===== config.mk =====
export PLATFORM = sky130hd
export DESIGN_NAME = mips_soc
export DESIGN_NICKNAME = d
export VERILOG_FILES = /design/src/rtl/global_types.sv /design/src/rtl/soc_alu.sv /design/src/rtl/mips_soc.sv
export SDC_FILE = /design/constraint.sdc
export NUM_CORES = 2
export LEC_CHECK = 0
export ABC_AREA = 1
export BUFFER_PORTS_ARGS = -buffer_cell sky130_fd_sc_hd__buf_4
export CAP_MARGIN = 20
export CORE_UTILIZATION = 35
export DETAILED_ROUTE_END_ITERATION = 8
export GPL_TIMING_DRIVEN = 0
export PLACE_DENSITY = 0.6
export SLEW_MARGIN = 20
export SYNTH_ARGS = -nofsm -noshare
export SYNTH_HDL_FRONTEND = slang
export SYNTH_SLANG_ARGS = --single-unit

===== constraint.sdc =====
create_clock -name clock -period 20 [get_ports clock]
set_clock_uncertainty 0.15 [all_clocks]
set_input_delay 3 -clock clock [delete_from_list [all_inputs] [get_ports clock]]
set_output_delay 3 -clock clock [all_outputs]
set_load 0.005 [all_outputs]

===== src/rtl/global_types.sv =====
// global_types: shared typedefs, opcode/funct encodings, ALU ops and address map for mips_soc.
package global_types;
    typedef logic [31:0] logic32;
    typedef logic [15:0] logic16;
    typedef logic [3:0]  logic4;

    localparam logic [5:0] OP_RTYPE = 6'h00;
    localparam logic [5:0] OP_J     = 6'h02;
    localparam logic [5:0] OP_BEQ   = 6'h04;
    localparam logic [5:0] OP_BNE   = 6'h05;
    localparam logic [5:0] OP_ADDI  = 6'h08;
    localparam logic [5:0] OP_ANDI  = 6'h0C;
    localparam logic [5:0] OP_MUL   = 6'h1C;
    localparam logic [5:0] OP_LW    = 6'h23;
    localparam logic [5:0] OP_SW    = 6'h2B;

    localparam logic [5:0] FN_MUL = 6'h02;
    localparam logic [5:0] FN_ADD = 6'h20;
    localparam logic [5:0] FN_SUB = 6'h22;
    localparam logic [5:0] FN_AND = 6'h24;
    localparam logic [5:0] FN_OR  = 6'h25;
    localparam logic [5:0] FN_SLT = 6'h2A;

    typedef enum logic [2:0] {ALU_ADD, ALU_SUB, ALU_AND, ALU_OR, ALU_SLT, ALU_MUL} alu_op_t;

    localparam logic32 ADDR_GPIO_IN  = 32'h0000_0800;
    localparam logic32 ADDR_GPIO_OUT = 32'h0000_0900;
endpackage


===== src/rtl/soc_alu.sv =====
// soc_alu: combinational ALU for mips_soc (add, sub, and, or, signed slt, low-32 mul).
module soc_alu
    import global_types::*;
(
    input  logic32  a,
    input  logic32  b,
    input  alu_op_t op,
    output logic32  y
);
    always_comb begin
        y = op == ALU_SUB ? a - b :
            op == ALU_AND ? a & b :
            op == ALU_OR  ? a | b :
            op == ALU_SLT ? {31'b0, $signed(a) < $signed(b)} :
            op == ALU_MUL ? a * b :
                            a + b;
    end
endmodule


===== src/rtl/mips_soc.sv =====
// mips_soc: single-cycle MIPS subset running a factorial ROM program with 64-word RAM and GPIO.
// Defining SOC_TRACE_EN adds a simulation-only trace of GPIO output register writes.
module mips_soc
    import global_types::*;
(
    input  logic        clock,
    input  logic        reset,
    input  logic [5:0]  gpio_in1,
    output logic32      pc,
    output logic32      instruction,
    output logic32      alu_out,
    output logic32      dmem_wd,
    output logic        dmem_we,
    output logic16      gpio_out
);
    logic32  rf [0:31];
    logic32  ram [0:63];
    logic32  gpio_reg;
    logic [5:0] op, funct;
    logic [4:0] rs, rt, rd, wa;
    logic32  simm, zimm, rs_val, rt_val, alu_b, load_data, wb_data, pc4, pc_next;
    logic    is_r, r_ok, is_mul, we;
    alu_op_t alu_op;

    always_comb begin
        case (pc[7:2])
            6'd0:    instruction = 32'h8C08_0800;
            6'd1:    instruction = 32'h3108_000F;
            6'd2:    instruction = 32'h2009_0001;
            6'd3:    instruction = 32'h1100_0003;
            6'd4:    instruction = 32'h7128_4802;
            6'd5:    instruction = 32'h2108_FFFF;
            6'd6:    instruction = 32'h0800_0003;
            6'd7:    instruction = 32'hAC09_0900;
            6'd8:    instruction = 32'h0800_0000;
            default: instruction = 32'h0000_0000;
        endcase
    end

    assign op     = instruction[31:26];
    assign rs     = instruction[25:21];
    assign rt     = instruction[20:16];
    assign rd     = instruction[15:11];
    assign funct  = instruction[5:0];
    assign simm   = {{16{instruction[15]}}, instruction[15:0]};
    assign zimm   = {16'b0, instruction[15:0]};
    assign rs_val = rs == 5'd0 ? 32'b0 : rf[rs];
    assign rt_val = rt == 5'd0 ? 32'b0 : rf[rt];

    always_comb begin
        is_r   = op == OP_RTYPE;
        is_mul = op == OP_MUL && funct == FN_MUL;
        r_ok   = is_r && (funct == FN_ADD || funct == FN_SUB || funct == FN_AND ||
                          funct == FN_OR || funct == FN_SLT);
        alu_op = is_mul                                 ? ALU_MUL :
                 op == OP_ANDI                          ? ALU_AND :
                 op == OP_BEQ || op == OP_BNE           ? ALU_SUB :
                 is_r && funct == FN_SUB                ? ALU_SUB :
                 is_r && funct == FN_AND                ? ALU_AND :
                 is_r && funct == FN_OR                 ? ALU_OR  :
                 is_r && funct == FN_SLT                ? ALU_SLT :
                                                          ALU_ADD;
        alu_b  = op == OP_ANDI                                            ? zimm :
                 op == OP_ADDI || op == OP_LW || op == OP_SW              ? simm :
                                                                            rt_val;
        we     = r_ok || is_mul || op == OP_ADDI || op == OP_ANDI || op == OP_LW;
        wa     = r_ok || is_mul ? rd : rt;
    end

    soc_alu u_alu (.a(rs_val), .b(alu_b), .op(alu_op), .y(alu_out));

    // Byte addresses below 0x100 hit the 64-word RAM; everything else is memory-mapped or void
    assign load_data = alu_out[31:8] == 24'b0     ? ram[alu_out[7:2]] :
                       alu_out == ADDR_GPIO_IN    ? {26'b0, gpio_in1} : 32'b0;
    assign wb_data   = op == OP_LW ? load_data : alu_out;
    assign dmem_wd   = rt_val;
    assign dmem_we   = op == OP_SW;

    assign pc4     = pc + 32'd4;
    assign pc_next = op == OP_J                              ? {pc4[31:28], instruction[25:0], 2'b00} :
                     (op == OP_BEQ && alu_out == 32'b0) ||
                     (op == OP_BNE && alu_out != 32'b0)      ? pc4 + {simm[29:0], 2'b00} :
                                                               pc4;

    assign gpio_out = gpio_in1[5] ? 16'h0000 : gpio_in1[4] ? gpio_reg[31:16] : gpio_reg[15:0];

    always_ff @(posedge clock or negedge reset) begin
        if (!reset) begin
            pc       <= 32'b0;
            gpio_reg <= 32'b0;
            for (int i = 0; i < 32; i++) rf[i] <= 32'b0;
        end else begin
            pc <= pc_next;
            if (we && wa != 5'd0) rf[wa] <= wb_data;
            if (dmem_we && alu_out == ADDR_GPIO_OUT) gpio_reg <= dmem_wd;
        end
    end

    always_ff @(posedge clock) begin
        if (dmem_we && alu_out[31:8] == 24'b0) ram[alu_out[7:2]] <= dmem_wd;
    end

`ifdef SOC_TRACE_EN
    always_ff @(posedge clock) begin
        if (reset && dmem_we && alu_out == ADDR_GPIO_OUT)
            $display("[%0t] gpio write pc=%h value=%h", $time, pc, dmem_wd);
    end
`endif
endmodule


==> impl_metrics.ini <==
[cells_and_area]
final_common_cell = edfxtp_1
drive_above_1_share = 0.1277
nets = 9703
final_cell_mix = edfxtp_1 (2048), nand2_1 (1209), inv_1 (748)
largest_reg_flops = 2048
stdcell_area_um2 = 122700
area_growth_pct = 16.96

[global_route]
grt_pass1_wl_um = 610600
overflow = 0
grtUsageTotal = 0.2927
grt_max_degree = 75
grt_antenna_before_repair = 20
grt_pass1_vias = 74860

[synth]
synth-seq-cells = 2212
syn_inst = 8506
seq_area_frac_synth = 0.6255
synth_top_family_by_area = compound AO/OA/AOI/OAI gates
yosys.cell_types.count = 69
yosys.area_share.adder = 0.1053
synth_ff_type = edfxtp_1
synthTopCellsByArea = edfxtp_1 (59%), fa_1 (7.8%), nand2_1 (4.4%), dfrtp_1 (3.9%), o22ai_1 (3.9%)
synth_top_cell_area_share = 0.5864
avgSynthCellArea_um2 = 12.33
synthArstFlopShare = 0.07414
yosysTopAreaCell = edfxtp_1
synth_xor_area_frac = 0.008017
synth_compound_area_frac = 0.1080
synthMuxAreaShare = 0
synth_edf_count = 2048
synthSimpleGateAreaFrac = 0.1045
netlist_area_um2 = 104900
synthesis.yosys.warnings = 0

[routing]
wl_per_cell_um = 34.40
drtAntennaViolNets = 0
firstDrtPassIters = 7
via_per_inst = 5.981
drtIter0Drc = 13000
via_count = 78770
wl_um = 453100
drc_errors = 0

[clock_tree]
cts_resized = 0
ctsRootBufferMaster = clkbuf_16
path_clk_slew_ns = 0.07
cts_tree = built
cts.sinks = 2212
cts_max_level = 4
cts_hold_buffers = 0
cts_setup_buffers = 0
clk-insertion-delay-late_ns = 0.92
clockBufferDepth = 4
cts_inserted_buffers = 208

[sta]
finalSetupViolations = 0
finalWorstSetupSlack_ns = 3.202
relSlewSlack = 0.06622
whs_ns = 0.3113
tightestPinTransition_ns = 1.383
period_minus_slack_ns = 16.80
fmax_mhz = 59.53
post-route-period-util = 0.8399
rsz0062_at_grt = no
hold_viol = 0
slew_violations = 0

[die]
pin_count = 153
start_util = 0.3525
rows = 200
core_region_area_um2 = 297500
dieArea_um2 = 301800
die_w_um = 549.4
die_h_um = 549.4

[setup_path]
cp_common_cell = nand2_1
cp_top_family = adder cells
worstPathRequired_ns = 16.85
r2r_slack_ns = 3.54
path_buf_inv = 13
cp_data_arrival_time_ns = 13.65
crit_path_end_kind = output port
cp_slowest_stage_delay_ns = 0.59
critPathKind = flop to output port
rr_startpoint = pc[2]
rr_endpoint = ram[8][18]
critPathSlowestCell = fa_1
start_kind = flop
rr_worst_depth = 50
cp_max_fo = 10

[run_status]
status = finished, final reports clean

[placement]
io_buffers = 142
dp_hpwl_um = 327600
place.gp.congestion = 0.9984
pre_cts_ws_ns = 3.967
placed_area_um2 = 116000

[hold_path]
hold_depth = 1
hp-class = flop to flop
hold_start = rf[1004]
whs_endpoint = rf[1004]

[run]
max-cap-violations = 0
layer usage:
layer | up-vias | global-route usage | wire (um)
li1 | 31790 | - | -
met1 | 39600 | 0.3722 | 163800
met2 | 6004 | 0.4460 | 198100
met3 | 1354 | 0.07237 | 56070
met4 | 18 | 0.1885 | 34990
met5 | - | 0 | 104
cells by family after synthesis:
group | Yosys count
AOI/OAI and AO/OA | 1747
xor gates and xnor gates | 96
adders and majority gates | 636
buffers and inverters | 1264
DFF | 2212
other | 1
and+or+nand+nor | 2550
worst max path at each step:
| stage | start | endpoint | slack [ns] | depth (start not counted) |
|---|---|---|---|---|
| floorplan | pc[2] | alu_out[31] | 6.42 | 40 |
| global placement | pc[2] | ram[28][9] | -4.76 | 38 |
| detailed placement | pc[2] | ram[9][12] | 3.97 | 50 |
| CTS | pc[2] | alu_out[29] | 3.34 | 44 |
| global route | pc[2] | alu_out[31] | 2.80 | 48 |
| finish | pc[2] | alu_out[31] | 3.20 | 47 |
cells in the mapped netlist, types with 41 or more instances:
| cell type | instances |
|---|---|
| edfxtp_1 | 2048 |
| nand2_1 | 1216 |
| inv_1 | 764 |
| nor2_1 | 705 |
| o22ai_1 | 654 |
| fa_1 | 411 |
| a21oi_1 | 258 |
| nand3_1 | 247 |
| o21ai_0 | 241 |
| a22oi_1 | 230 |
| clkbuf_1 | 229 |
| ha_1 | 225 |
| dfrtp_1 | 164 |
| buf_2 | 132 |
| o41ai_1 | 124 |
| nand4_1 | 120 |
| or2_2 | 93 |
| xor2_1 | 70 |
| nor3_1 | 64 |
| buf_4 | 44 |
| buf_1 | 41 |
per-stage QoR:
stage,std cells,util,TNS (ns)
floorplan,8513,-,0
global placement,12590,0.3727,-8772.35
detailed placement,12790,0.3900,0
CTS,13160,0.4121,0
global route,13160,0.4122,0
finish,13170,0.4123,0
worst reg2reg max path, delay by kind of cell, from the launching register on:
family                     cells  cell delay, ns
and+or+nand+nor               20            5.36
adders and majority gates     11            4.92
buffers and inverters         12            2.88
AOI/OAI and AO/OA              7            2.29
DFF                            1            0.55
cell type report:
| type | instances | area [um^2] |
|---|---|---|
| diodes | 12 | 30.03 |
| plain buffers | 448 | 2077 |
| clock buffers | 244 | 5383 |
| clock inverters | 125 | 1194 |
| fillers | 27490 | 174900 |
| inverters | 816 | 3088 |
| multi-input cells | 5037 | 35140 |
| flip-flops and latches | 2212 | 65600 |
| well taps | 3939 | 4928 |
| repair buffers | 336 | 5221 |
Power is not shown: default switching activity piles up to over one toggle a cycle in this logic, so the estimate is an artifact.
